### config.mk
export PLATFORM = sky130hd
export DESIGN_NAME = lsu_ctrl
export DESIGN_NICKNAME = d
export VERILOG_FILES = /design/src/rtl/lsu_ctrl.sv
export SDC_FILE = /design/constraint.sdc
export NUM_CORES = 1
export LEC_CHECK = 0
export ABC_AREA = 1
export CAP_MARGIN = 20
export CELL_PAD_IN_SITES_DETAIL_PLACEMENT = 1
export CELL_PAD_IN_SITES_GLOBAL_PLACEMENT = 1
export CORE_UTILIZATION = 28
export DETAILED_ROUTE_END_ITERATION = 12
export MAX_ROUTING_LAYER = met4
export PLACE_DENSITY = 0.76
export RECOVER_POWER = 25
export SLEW_MARGIN = 20
export SYNTH_ARGS = -nofsm -noshare
export SYNTH_HDL_FRONTEND = slang
export SYNTH_SLANG_ARGS = --single-unit
### constraint.sdc
create_clock -name clk -period 3.1 [get_ports clk]
set_input_delay 0.31 -clock clk [delete_from_list [all_inputs] [get_ports clk]]
set_output_delay 0.31 -clock clk [all_outputs]
set_load 0.02 [all_outputs]
### src/rtl/lsu_ctrl.sv
// Single-outstanding load/store controller in front of the data memory; range-checks
// the address and absorbs async or sync memory read latency. LSU_MISALIGN_CHECK_EN adds alignment errors.
package lsu_ctrl_pkg;
    typedef enum logic [1:0] {
        BYTE = 2'd0,
        HALF = 2'd1,
        TRPL = 2'd2,
        WORD = 2'd3
    } op_enum_dmem_size;
endpackage

module lsu_ctrl
    import lsu_ctrl_pkg::*;
#(
    parameter int DEPTH         = 16,
    parameter int DATA_WIDTH    = 32,
    parameter int ADDR_WIDTH    = 32,
    parameter int MEM_SYNC_READ = 0
) (
    input  logic                  clk,
    input  logic                  res,
    input  logic                  lsu_valid,
    output logic                  lsu_ready,
    input  logic                  lsu_we,
    input  op_enum_dmem_size      lsu_size,
    input  logic                  lsu_zero_ex,
    input  logic [ADDR_WIDTH-1:0] lsu_addr,
    input  logic [DATA_WIDTH-1:0] lsu_wdata,
    output logic                  rsp_valid,
    input  logic                  rsp_ready,
    output logic [DATA_WIDTH-1:0] rsp_rdata,
    output logic                  rsp_err,
    output logic                  mem_req,
    output logic                  mem_wen,
    output logic                  mem_ren,
    output logic                  mem_zero_ex,
    output op_enum_dmem_size      mem_size,
    output logic [ADDR_WIDTH-1:0] mem_addr,
    output logic [DATA_WIDTH-1:0] mem_wr_data,
    input  logic [DATA_WIDTH-1:0] mem_rd_data
);

    typedef enum logic [1:0] {
        IDLE   = 2'd0,
        ACCESS = 2'd1,
        WAIT   = 2'd2,
        RESP   = 2'd3
    } state_t;

    state_t                state, state_nxt;
    logic                  we_q;
    logic                  accept;
    logic                  capture;
    logic                  range_err;
    logic                  misalign;
    logic                  chk_err;
    logic [2:0]            nbytes;
    logic [ADDR_WIDTH:0]   end_addr;

    // One extra bit on the end address so addr + nbytes cannot wrap past zero.
    always_comb begin
        nbytes    = {1'b0, lsu_size} + 3'd1;
        end_addr  = {1'b0, lsu_addr} + (ADDR_WIDTH+1)'(nbytes);
        range_err = end_addr > (ADDR_WIDTH+1)'(DEPTH);
    end

`ifdef LSU_MISALIGN_CHECK_EN
    always_comb begin
        misalign = 1'b0;
        case (lsu_size)
            HALF:    misalign = lsu_addr[0];
            TRPL:    misalign = &lsu_addr[1:0];
            WORD:    misalign = |lsu_addr[1:0];
            default: misalign = 1'b0;
        endcase
    end
`else
    assign misalign = 1'b0;
`endif

    assign chk_err = range_err | misalign;
    assign accept  = lsu_valid & (state == IDLE);
    assign capture = ((state == ACCESS) & ~we_q & (MEM_SYNC_READ == 0)) | (state == WAIT);

    always_ff @(posedge clk or posedge res) begin
        if (res) begin
            state <= IDLE;
        end else begin
            state <= state_nxt;
        end
    end

    always_comb begin
        state_nxt = state;
        lsu_ready = 1'b0;
        rsp_valid = 1'b0;
        mem_req   = 1'b0;
        mem_wen   = 1'b0;
        mem_ren   = 1'b0;
        case (state)
            IDLE: begin
                lsu_ready = ~res;
                if (lsu_valid) begin
                    state_nxt = chk_err ? RESP : ACCESS;
                end
            end
            ACCESS: begin
                mem_req   = 1'b1;
                mem_wen   = we_q;
                mem_ren   = ~we_q;
                state_nxt = (~we_q && (MEM_SYNC_READ != 0)) ? WAIT : RESP;
            end
            WAIT: begin
                state_nxt = RESP;
            end
            RESP: begin
                rsp_valid = 1'b1;
                if (rsp_ready) begin
                    state_nxt = IDLE;
                end
            end
            default: state_nxt = IDLE;
        endcase
    end

    // Request fields stay held through RESP: the memory extends read data from mem_size.
    always_ff @(posedge clk or posedge res) begin
        if (res) begin
            we_q        <= 1'b0;
            mem_size    <= BYTE;
            mem_zero_ex <= 1'b0;
            mem_addr    <= '0;
            mem_wr_data <= '0;
            rsp_rdata   <= '0;
            rsp_err     <= 1'b0;
        end else if (accept) begin
            we_q        <= lsu_we;
            mem_size    <= lsu_size;
            mem_zero_ex <= lsu_zero_ex;
            mem_addr    <= lsu_addr;
            mem_wr_data <= lsu_wdata;
            rsp_rdata   <= '0;
            rsp_err     <= chk_err;
        end else if (capture) begin
            rsp_rdata   <= mem_rd_data;
        end
    end

endmodule

==> impl_metrics.toml, run 1 <==
[outcome]
status = "complete, but fails checks"
violations = "max-capacitance violations, max-slew violations"

[cells_and_area]
utilization_pct = 43.2
area_growth_pct = 50.1
design_area_um2 = 8140
layout_commonest_cell = "clkdlybuf4s50_1"
final_cells = 1154
fin_nets = 1002
antenna_cells = 0
drive_above_1_share_pct = 10.2
final_cell_mix = "clkdlybuf4s50_1, nand2_1, nor2_1, dfrtp_1, o21ai_0"

[floorplanning]
die_w_um = 141
dieHeight_um = 141
row_count = 50
ios = 209
die_area_um2 = 19900
core_um2 = 18800
start_util_pct = 28.8

[route]
wl_met2_um = 9070
routed.top_layer = "met4"
drt_wl_total_um = 18900
dr_wl_met3_um = 1120
routedWlPerCell_um = 16.4
ant_nets = 0
dr.pass1.iters = 4
remaining_drc_errors = 0
vias_per_cell = 4.54
drt_iter0_drc = 217
drt-met1-wl_um = 8510
via_count = 5241

[power_and_ir_drop]
ir_drop_v = 0.000287
power_density_nw_per_um2 = 894
p_leak_nw = 3.70

[synth]
syn_area_um2 = 5420
seq_area_frac_synth_pct = 47.5
yosysWarnings = 0
syn_area_per_cell_um2 = 7.95
synth_seq_cells = 103
synth_nets = 795
yosys-top-cells-area = "dfrtp_1, nand2_1, nor2_1"
yosys.area_share.simple_pct = 30.4
synth_top_family_by_area = "simple AND/OR/NAND/NOR gates"
synth_cell_type_count = 24
synth-compound-area-share_pct = 7.04
netlist_instances = 682
yosys.area_share.xor_xnor_pct = 0.484
synth_fa_ha_area_share_pct = 2.21
muxShareOfSynthArea_pct = 7.06
synth_largest_area_cell = "dfrtp_1"
synth_top_area_share_pct = 47.5

[grt]
grt_overflow = 0
grt.total_usage_pct = 20.4
antenna_found_initial = 0
grt_pass1_wl_um = 30100
grt_start_max_net_pins = 62
grt_pass1_vias = 5478

[setup_path]
cp.arrival_ns = 2.86
cpPeakStageDelay_ns = 0.45
start_kind = "input port"
crit_type = "in -> reg"
end_kind = "flop"
crit_chain = "clkdlybuf4s50_1 > inv_1 > ha_1 > fa_1 > buf_4 > nor2_8 > nand2_2 > nor2_4 > nand2_1 > nand2_1 > nand2_1 > nor2_1 > nand2_1 > nor2_1 > nand3_1 > nand2_1 > nand2_1 > nand2_1 > nand2_1"
required_ns = 3.35
critPathSlowestCell = "clkdlybuf4s50_1"
path_common_cell = "nand2_1"
worst-path-max-fanout = 5

[placed_design]
place.gp.congestion = 0.880
post_dp_cell_area_um2 = 7850
dpl.cell_count = 1138
dp.final_hpwl_um = 15100
io_buffers = 208

[timing]
slew_headroom_pct = -46.6
hold_viol_final = 0
worstMarginPinSlew_ns = 2.20
period_needed_ns = 2.61
tns_ns = 0
fin_skew_ns = 0.00666
period_share_pct = 84.2
setup_viol = 0
max_freq_mhz = 383
rsz0062_at_grt = "false"
finalMaxSlewViolations = 57

[cts]
clockRootBuffer = "clkbuf_16"
h-tree-depth = 3
cts_hold_buf = 0
postCtsSetupBuffers = 0
cts_tree = "built"
postCtsResizedCells = 0
clk_pin_slew_ns = 0.08
insertion_delay_ns = 0.36
cts_buffers = 9
cts_sinks = 103
clk_path_buf_depth = 2

[run]
maxCapViolCount = 1

[min_path]
hp-class = "reg -> reg"
-- metrics by stage --
step                      worst slack, ns  total power [mW]  hold slack (ns)
after global routing                0.124              7.78            0.511
after detailed placement            0.139              6.21            0.477
after global placement              0.201              6.10            0.467
after floorplan                    0.0862              4.29            0.455
after CTS                           0.482              7.40            0.483
final                               0.488              7.28            0.492
-- routing by layer --
metal | track usage [%] | vias up
li1 | - | 2583
met4 | 5.49 | 0
met2 | 34.6 | 153
met5 | - | -
met1 | 24.8 | 2493
met3 | 3.80 | 12
-- worst paths after layout --
check	from	slack (ns)	to	cells past startpoint
hold reg to reg	mem_addr[1]$_DFFE_PP0P_	0.49	mem_addr[1]$_DFFE_PP0P_	2
max in group asynchronous	res	0.64	rsp_rdata[21]$_DFFE_PP0P_	3
setup / recovery	lsu_size[0]	0.49	state[1]$_DFFE_PP0P_	19
min in group asynchronous	res	1.16	rsp_rdata[0]$_DFFE_PP0P_	2
hold / removal	mem_addr[1]$_DFFE_PP0P_	0.49	mem_addr[1]$_DFFE_PP0P_	2
setup reg to reg	state[0]$_DFFE_PP0P_	1.07	mem_wr_data[4]$_DFFE_PP0P_	5
-- registers in the layout, summed over array words and instances, names as in the netlist --
signal and cells:
mem_zero_ex 1, rsp_err 1, mem_size 2, state 2
mem_addr 32, mem_wr_data 32, rsp_rdata 32, we_q 1
-- report_power, final --
| group | leakage, nW | switching, mW | internal, mW |
|---|---|---|---|
| registers | 1.25 | 0.347 | 2.00 |
| clock network | 0.143 | 0.584 | 0.570 |
| logic | 2.30 | 2.02 | 1.76 |
-- synth_stat cells --
master	count
o21ai_1	4
fa_1	1
a21oi_1	2
nor3_1	1
nand3_1	48
inv_1	53
nand2_2	8
buf_1	4
nand2_4	5
nor2_1	108
o22ai_1	1
mux2_2	34
inv_2	2
clkbuf_1	18
xor2_1	3
dfrtp_1	103
ha_1	8
nor2_2	6
o21ai_0	69
nand2_1	192
nor2_8	2
nor2_4	5
nand4_1	4
nand3_2	1
-- cell type report --
| class | count | area (um2) |
|---|---|---|
| fillers | 2253 | 10700 |
| flip-flops and latches | 103 | 2580 |
| multi-input cells | 502 | 2570 |
| repair buffers | 218 | 2160 |
| well taps | 260 | 325 |
| clock buffers | 9 | 225 |
| inverters | 55 | 206 |
| clock inverters | 7 | 72.6 |
-- worst max-delay path, delay by kind of cell --
kind	cells	cell delay [ns]
adder cells (fa/ha/maj)	2	0.63
buffers and inverters	3	0.68
AND/OR/NAND/NOR	14	1.24
-- cell families (layout without fill, tap and decap cells) --
kind of cell | count (synthesis) | count (layout)
buffers and inverters | 77 | 289
AOI/OAI and AO/OA | 76 | 76
DFF | 103 | 103
muxes | 34 | 34
and+or+nand+nor | 380 | 380
xor gates and xnor gates | 3 | 3
adders and majority gates | 9 | 9
Note: power is estimated with default switching activity, not from simulation.
==> run 2: changes to the inputs <==
==> constraint.sdc (replaced) <==
create_clock -name clk -period 2.4 [get_ports clk]
set_input_delay 0.24 -clock clk [delete_from_list [all_inputs] [get_ports clk]]
set_output_delay 0.24 -clock clk [all_outputs]
set_load 0.02 [all_outputs]
==> impl_metrics.toml, run 2 (same netlist as run 1, synthesis figures left out) <==
[placed_design]
io_buffers = 208
dpl.cell_count = 1179
dp.final_hpwl_um = 15800
place.gp.congestion = 0.862

[outcome]
status = "finished, final reports clean"

[timing]
period_needed_ns = 2.19
period_share_pct = 91.3
setup_viol = 0
rsz0062_at_grt = "false"
finalMaxSlewViolations = 0
hold_viol_final = 0
hold_ws_ns = 0.217
worstMarginPinSlew_ns = 1.47
fin_skew_ns = 0.0138
max_freq_mhz = 456
slew_headroom_pct = 1.84

[cts]
cts_sinks = 103
cts_tree = "built"
clk_path_buf_depth = 2
h-tree-depth = 3
clockRootBuffer = "clkbuf_16"
cts_buffers = 9
clk_pin_slew_ns = 0.08
insertion_delay_ns = 0.36

[route]
remaining_drc_errors = 0
drt_wl_total_um = 19900
routedWlPerCell_um = 16.6
dr.pass1.iters = 4
ant_nets = 0
via_count = 5383
drt_iter0_drc = 200
vias_per_cell = 4.50

[setup_path]
end_kind = "primary output"
crit_chain = "inv_1 > ha_1 > inv_1 > nor2_1 > clkdlybuf4s50_1"
crit_type = "reg -> out"
worst-path-max-fanout = 5
cp.arrival_ns = 1.95
path_common_cell = "inv_1"
required_ns = 2.16
critPathSlowestCell = "clkdlybuf4s50_1"
critPathCapture = "lsu_ready"
rrSetupSlack_ns = 0.55
rr_endpoint = "mem_wr_data[8]$_DFFE_PP0P_"
r2r-start = "state[0]$_DFFE_PP0P_"
cpPeakStageDelay_ns = 0.60
start_kind = "flop"
crit_start = "state[0]$_DFFE_PP0P_"
reg2reg_depth = 5

[cells_and_area]
final_cells = 1197
fin_nets = 1045
fillers = 2233
area_growth_pct = 58.1
reg.largest.list = "mem_addr: 32 flops, mem_wr_data: 32 flops, rsp_rdata: 32 flops"
final_cell_mix = "clkdlybuf4s50_1, nand2_1, nor2_1, dfrtp_1, o21ai_0"
utilization_pct = 45.5
seqCellArea_um2 = 2580
antenna_cells = 0
multi_input_area_um2 = 2630
layout_commonest_cell = "clkdlybuf4s50_1"
drive_above_1_share_pct = 16.2

[power_and_ir_drop]
power_density_nw_per_um2 = 1120
pwr-share-seq_pct = 31.6
p_comb_share_pct = 51.9
clkPwrFrac_pct = 16.5
p_leak_nw = 3.95
power_switching_mw = 3.86
ir_drop_v = 0.000339
power_mw = 9.63
intPower_mw = 5.77
swShare_pct = 40.1

[floorplanning]
die_w_um = 141
row_count = 50
ios = 209
core_um2 = 18800
die_area_um2 = 19900
start_util_pct = 28.8
dieHeight_um = 141

[grt]
antenna_found_initial = 0
grt_start_max_net_pins = 104
grt_pass1_vias = 5708
grt.total_usage_pct = 21.2
grt_overflow = 0
grt_pass1_wl_um = 31200

[min_path]
hp-class = "in -> reg"

[run]
maxCapViolCount = 0
run 2: changes by cell type in the layout (fill, tap and decap cells not counted), sizes merged:
cell,before,now
bufinv,0,1
clkdlybuf4s50,207,203
dlymetal6s2s,0,4
clkinvlp,1,3
buf,8,52
clkbuf,11,10
clkinv,3,0
run 2: critical path, delay by kind of cell, from the launching register on:
kind                     cells  cell delay [ns]
buffers and inverters        3             0.84
flip-flops                   1             0.43
adder cells (fa/ha/maj)      1             0.23
AND/OR/NAND/NOR              1             0.09
run 2: per-stage QoR:
stage / setup TNS, ns / setup WS [ns] / cell area, um2
5_1_grt: 0 / 0.00784 / 8580
4_1_cts: 0 / 0.00292 / 8500
3_3_place_gp: -0.786 / -0.433 / 8180
6_report: 0 / 0.208 / 8580
3_5_place_dp: -0.894 / -0.487 / 8180
2_1_floorplan: 0 / 0.190 / 5430
run 2: power by group through the flow:
stage          sequential, mW  clock [mW]  combinational, mW
6_report                 3.04        1.59               5.00
5_1_grt                  3.14        1.70               5.41
4_1_cts                  3.06        1.64               5.06
3_5_place_dp             3.09           0               5.05
3_3_place_gp             3.02           0               4.93
2_1_floorplan            4.03           0               1.51
run 2: cell type report:
| type | count | area share [%] |
|---|---|---|
| multi-input combinational | 502 | 30.7 |
| inverter | 55 | 2.45 |
| timing repair buffer | 261 | 29.4 |
| tap | 260 | 3.79 |
| sequential | 103 | 30.1 |
| clock inverter | 7 | 0.992 |
| clock buffer | 9 | 2.63 |
run 2: worst min path at each step:
| stage | start | to | slack [ns] | cells past startpoint |
|---|---|---|---|---|
| detailed placement | mem_addr[15]$_DFFE_PP0P_ | mem_addr[15]$_DFFE_PP0P_ | 0.47 | 2 |
| global route | lsu_addr[1] | mem_addr[1]$_DFFE_PP0P_ | 0.26 | 3 |
| floorplan | mem_rd_data[0] | rsp_rdata[0]$_DFFE_PP0P_ | 0.38 | 2 |
| CTS | mem_rd_data[29] | rsp_rdata[29]$_DFFE_PP0P_ | 0.44 | 3 |
| global placement | mem_addr[15]$_DFFE_PP0P_ | mem_addr[15]$_DFFE_PP0P_ | 0.47 | 2 |
| finish | lsu_addr[1] | mem_addr[1]$_DFFE_PP0P_ | 0.22 | 3 |
run 2: repair_timing:
action | CTS | global route
setup endpoints to repair | 2 | 2
hold buffers | 0 | 0
resized for setup | 3 | 23
setup buffers | 0 | 2
pin swaps | 2 | 16
run 2: per-layer routing:
layer	part of all wire (%)	up-vias	GRT usage [%]
met3	5.5	22	4.69
li1	-	2671	-
met5	0	-	-
met2	49	159	36.3
met1	43	2531	24.4
met4	2.1	0	6.75
==> run 3: changes to the inputs <==
--- a/config.mk
+++ b/config.mk
@@ -11,6 +11,7 @@
 export CELL_PAD_IN_SITES_GLOBAL_PLACEMENT = 1
 export CORE_UTILIZATION = 28
 export DETAILED_ROUTE_END_ITERATION = 12
+export GPL_TIMING_DRIVEN = 0
 export MAX_ROUTING_LAYER = met4
 export PLACE_DENSITY = 0.76
 export RECOVER_POWER = 25
==> impl_metrics.toml, run 3 (same netlist as run 1, synthesis figures left out) <==
[outcome]
status = "finished, final reports clean"

[route]
routedWlPerCell_um = 17.0
via_count = 5362
drt_iter0_drc = 170
vias_per_cell = 4.57
dr.pass1.iters = 4
remaining_drc_errors = 0
drt_wl_total_um = 19900
ant_nets = 0

[grt]
grt_overflow = 0
grt.total_usage_pct = 21.6
antenna_found_initial = 0
grt_pass1_vias = 5892
grt_start_max_net_pins = 31
grt_pass1_wl_um = 32000

[timing]
period_share_pct = 91.4
hold_viol_final = 0
setup_viol = 0
max_freq_mhz = 456
slew_headroom_pct = 33.3
fin_skew_ns = 0.00782
worstMarginPinSlew_ns = 0.995
period_needed_ns = 2.19
finalMaxSlewViolations = 0
rsz0062_at_grt = "false"
hold_ws_ns = 0.218

[power_and_ir_drop]
swShare_pct = 40.1
power_switching_mw = 3.89
p_comb_share_pct = 51.2
p_leak_nw = 3.79
clkPwrFrac_pct = 17.5
power_density_nw_per_um2 = 1170
intPower_mw = 5.81
ir_drop_v = 0.000363
pwr-share-seq_pct = 31.3

[floorplanning]
die_area_um2 = 19900
start_util_pct = 28.8
row_count = 50
core_um2 = 18800
die_w_um = 141
ios = 209
dieHeight_um = 141

[cts]
cts_buffers = 9
clockRootBuffer = "clkbuf_16"
cts_hold_buf = 0
h-tree-depth = 3
cts_tree = "built"
clk_path_buf_depth = 2
clk_pin_slew_ns = 0.08
insertion_delay_ns = 0.36
cts_sinks = 103

[setup_path]
end_kind = "primary output"
start_kind = "flop"
cp.arrival_ns = 1.95
crit_type = "reg -> out"
required_ns = 2.16
worst-path-max-fanout = 5

[placed_design]
dp.final_hpwl_um = 15900
post_dp_cell_area_um2 = 7900
dpl.cell_count = 1153
io_buffers = 208
place.gp.congestion = 0.891

[cells_and_area]
layout_commonest_cell = "clkdlybuf4s50_1"
fin_nets = 1021
antenna_cells = 0
reg.largest.list = "mem_addr: 32 flops, mem_wr_data: 32 flops, rsp_rdata: 32 flops"
final_cell_mix = "clkdlybuf4s50_1, nand2_1, nor2_1, dfrtp_1, o21ai_0"
fillers = 2245
design_area_um2 = 8320
area_growth_pct = 53.4
final_cells = 1173
drive_above_1_share_pct = 12.2

[run]
maxCapViolCount = 0

[min_path]
hp-class = "in -> reg"
==> run 3: what timing repair did <==
| action | 4_1_cts | 5_1_grt |
|---|---|---|
| setup endpoints to repair | 3 | 53 |
| resized for setup | 19 | 22 |
| pin swaps | 10 | 12 |
| buffers inserted | 3 | 1 |
| cloned | 0 | 0 |
==> run 3: metrics by stage <==
step                setup slack (ns)  utilization (%)  TNS [ns]  total power, mW
floorplan                      0.190                -         0             5.54
global placement              -0.857             41.6    -28.73             7.91
detailed placement            -0.875             41.9     -1.68             8.07
CTS                         -0.00547             44.2  -0.00547             9.82
global route                  0.0210             44.2         0             10.3
finish                         0.206             44.2         0             9.70
==> run 3: layer usage <==
layer / wire length (um) / vias up / global-route usage, %
met5: 0 / - / -
met4: 197 / 0 / 5.32
met3: 968 / 10 / 3.43
met2: 10100 / 143 / 38.3
met1: 8670 / 2587 / 25.5
li1: - / 2622 / -
==> run 3: area by class of cell <==
type	instances	area, um2	area share (%)
Clock inverter	7	108	1.29
Multi-Input combinational cell	502	2630	31.6
Clock buffer	9	225	2.71
Buffer	22	91.3	1.10
Tap cell	260	325	3.91
Sequential cell	103	2580	31.0
Inverter	55	210	2.53
Timing Repair Buffer	215	2160	25.9
==> run 3: critical path, cell delays in order, from the launching register on <==
cell	delay [ns]
dfrtp_1	0.43
inv_1	0.13
ha_1	0.22
nand2_1	0.07
inv_1	0.09
clkdlybuf4s50_1	0.64
==> run 3: final timing paths <==
path / from / slack, ns / end / cells past startpoint
worst max-delay path: state[1]$_DFFE_PP0P_ / 0.21 / mem_ren / 5
worst min-delay path: lsu_size[0] / 0.22 / mem_size[0]$_DFFE_PP0P_ / 3
worst max register to register: state[1]$_DFFE_PP0P_ / 0.24 / rsp_rdata[29]$_DFFE_PP0P_ / 9
worst min register to register: mem_size[0]$_DFFE_PP0P_ / 0.49 / mem_size[0]$_DFFE_PP0P_ / 2
max in group asynchronous: res / 0.50 / mem_addr[7]$_DFFE_PP0P_ / 4
min in group asynchronous: res / 0.54 / rsp_rdata[20]$_DFFE_PP0P_ / 2
==> run 3: power by group through the flow <==
stage | Sequential (mW) | Clock, mW | Combinational (mW)
floorplan | 4.03 | 0 | 1.51
global placement | 3.04 | 0 | 4.87
CTS | 3.05 | 1.74 | 5.03
finish | 3.03 | 1.70 | 4.97
detailed placement | 3.08 | 0 | 4.98
global route | 3.14 | 1.80 | 5.38
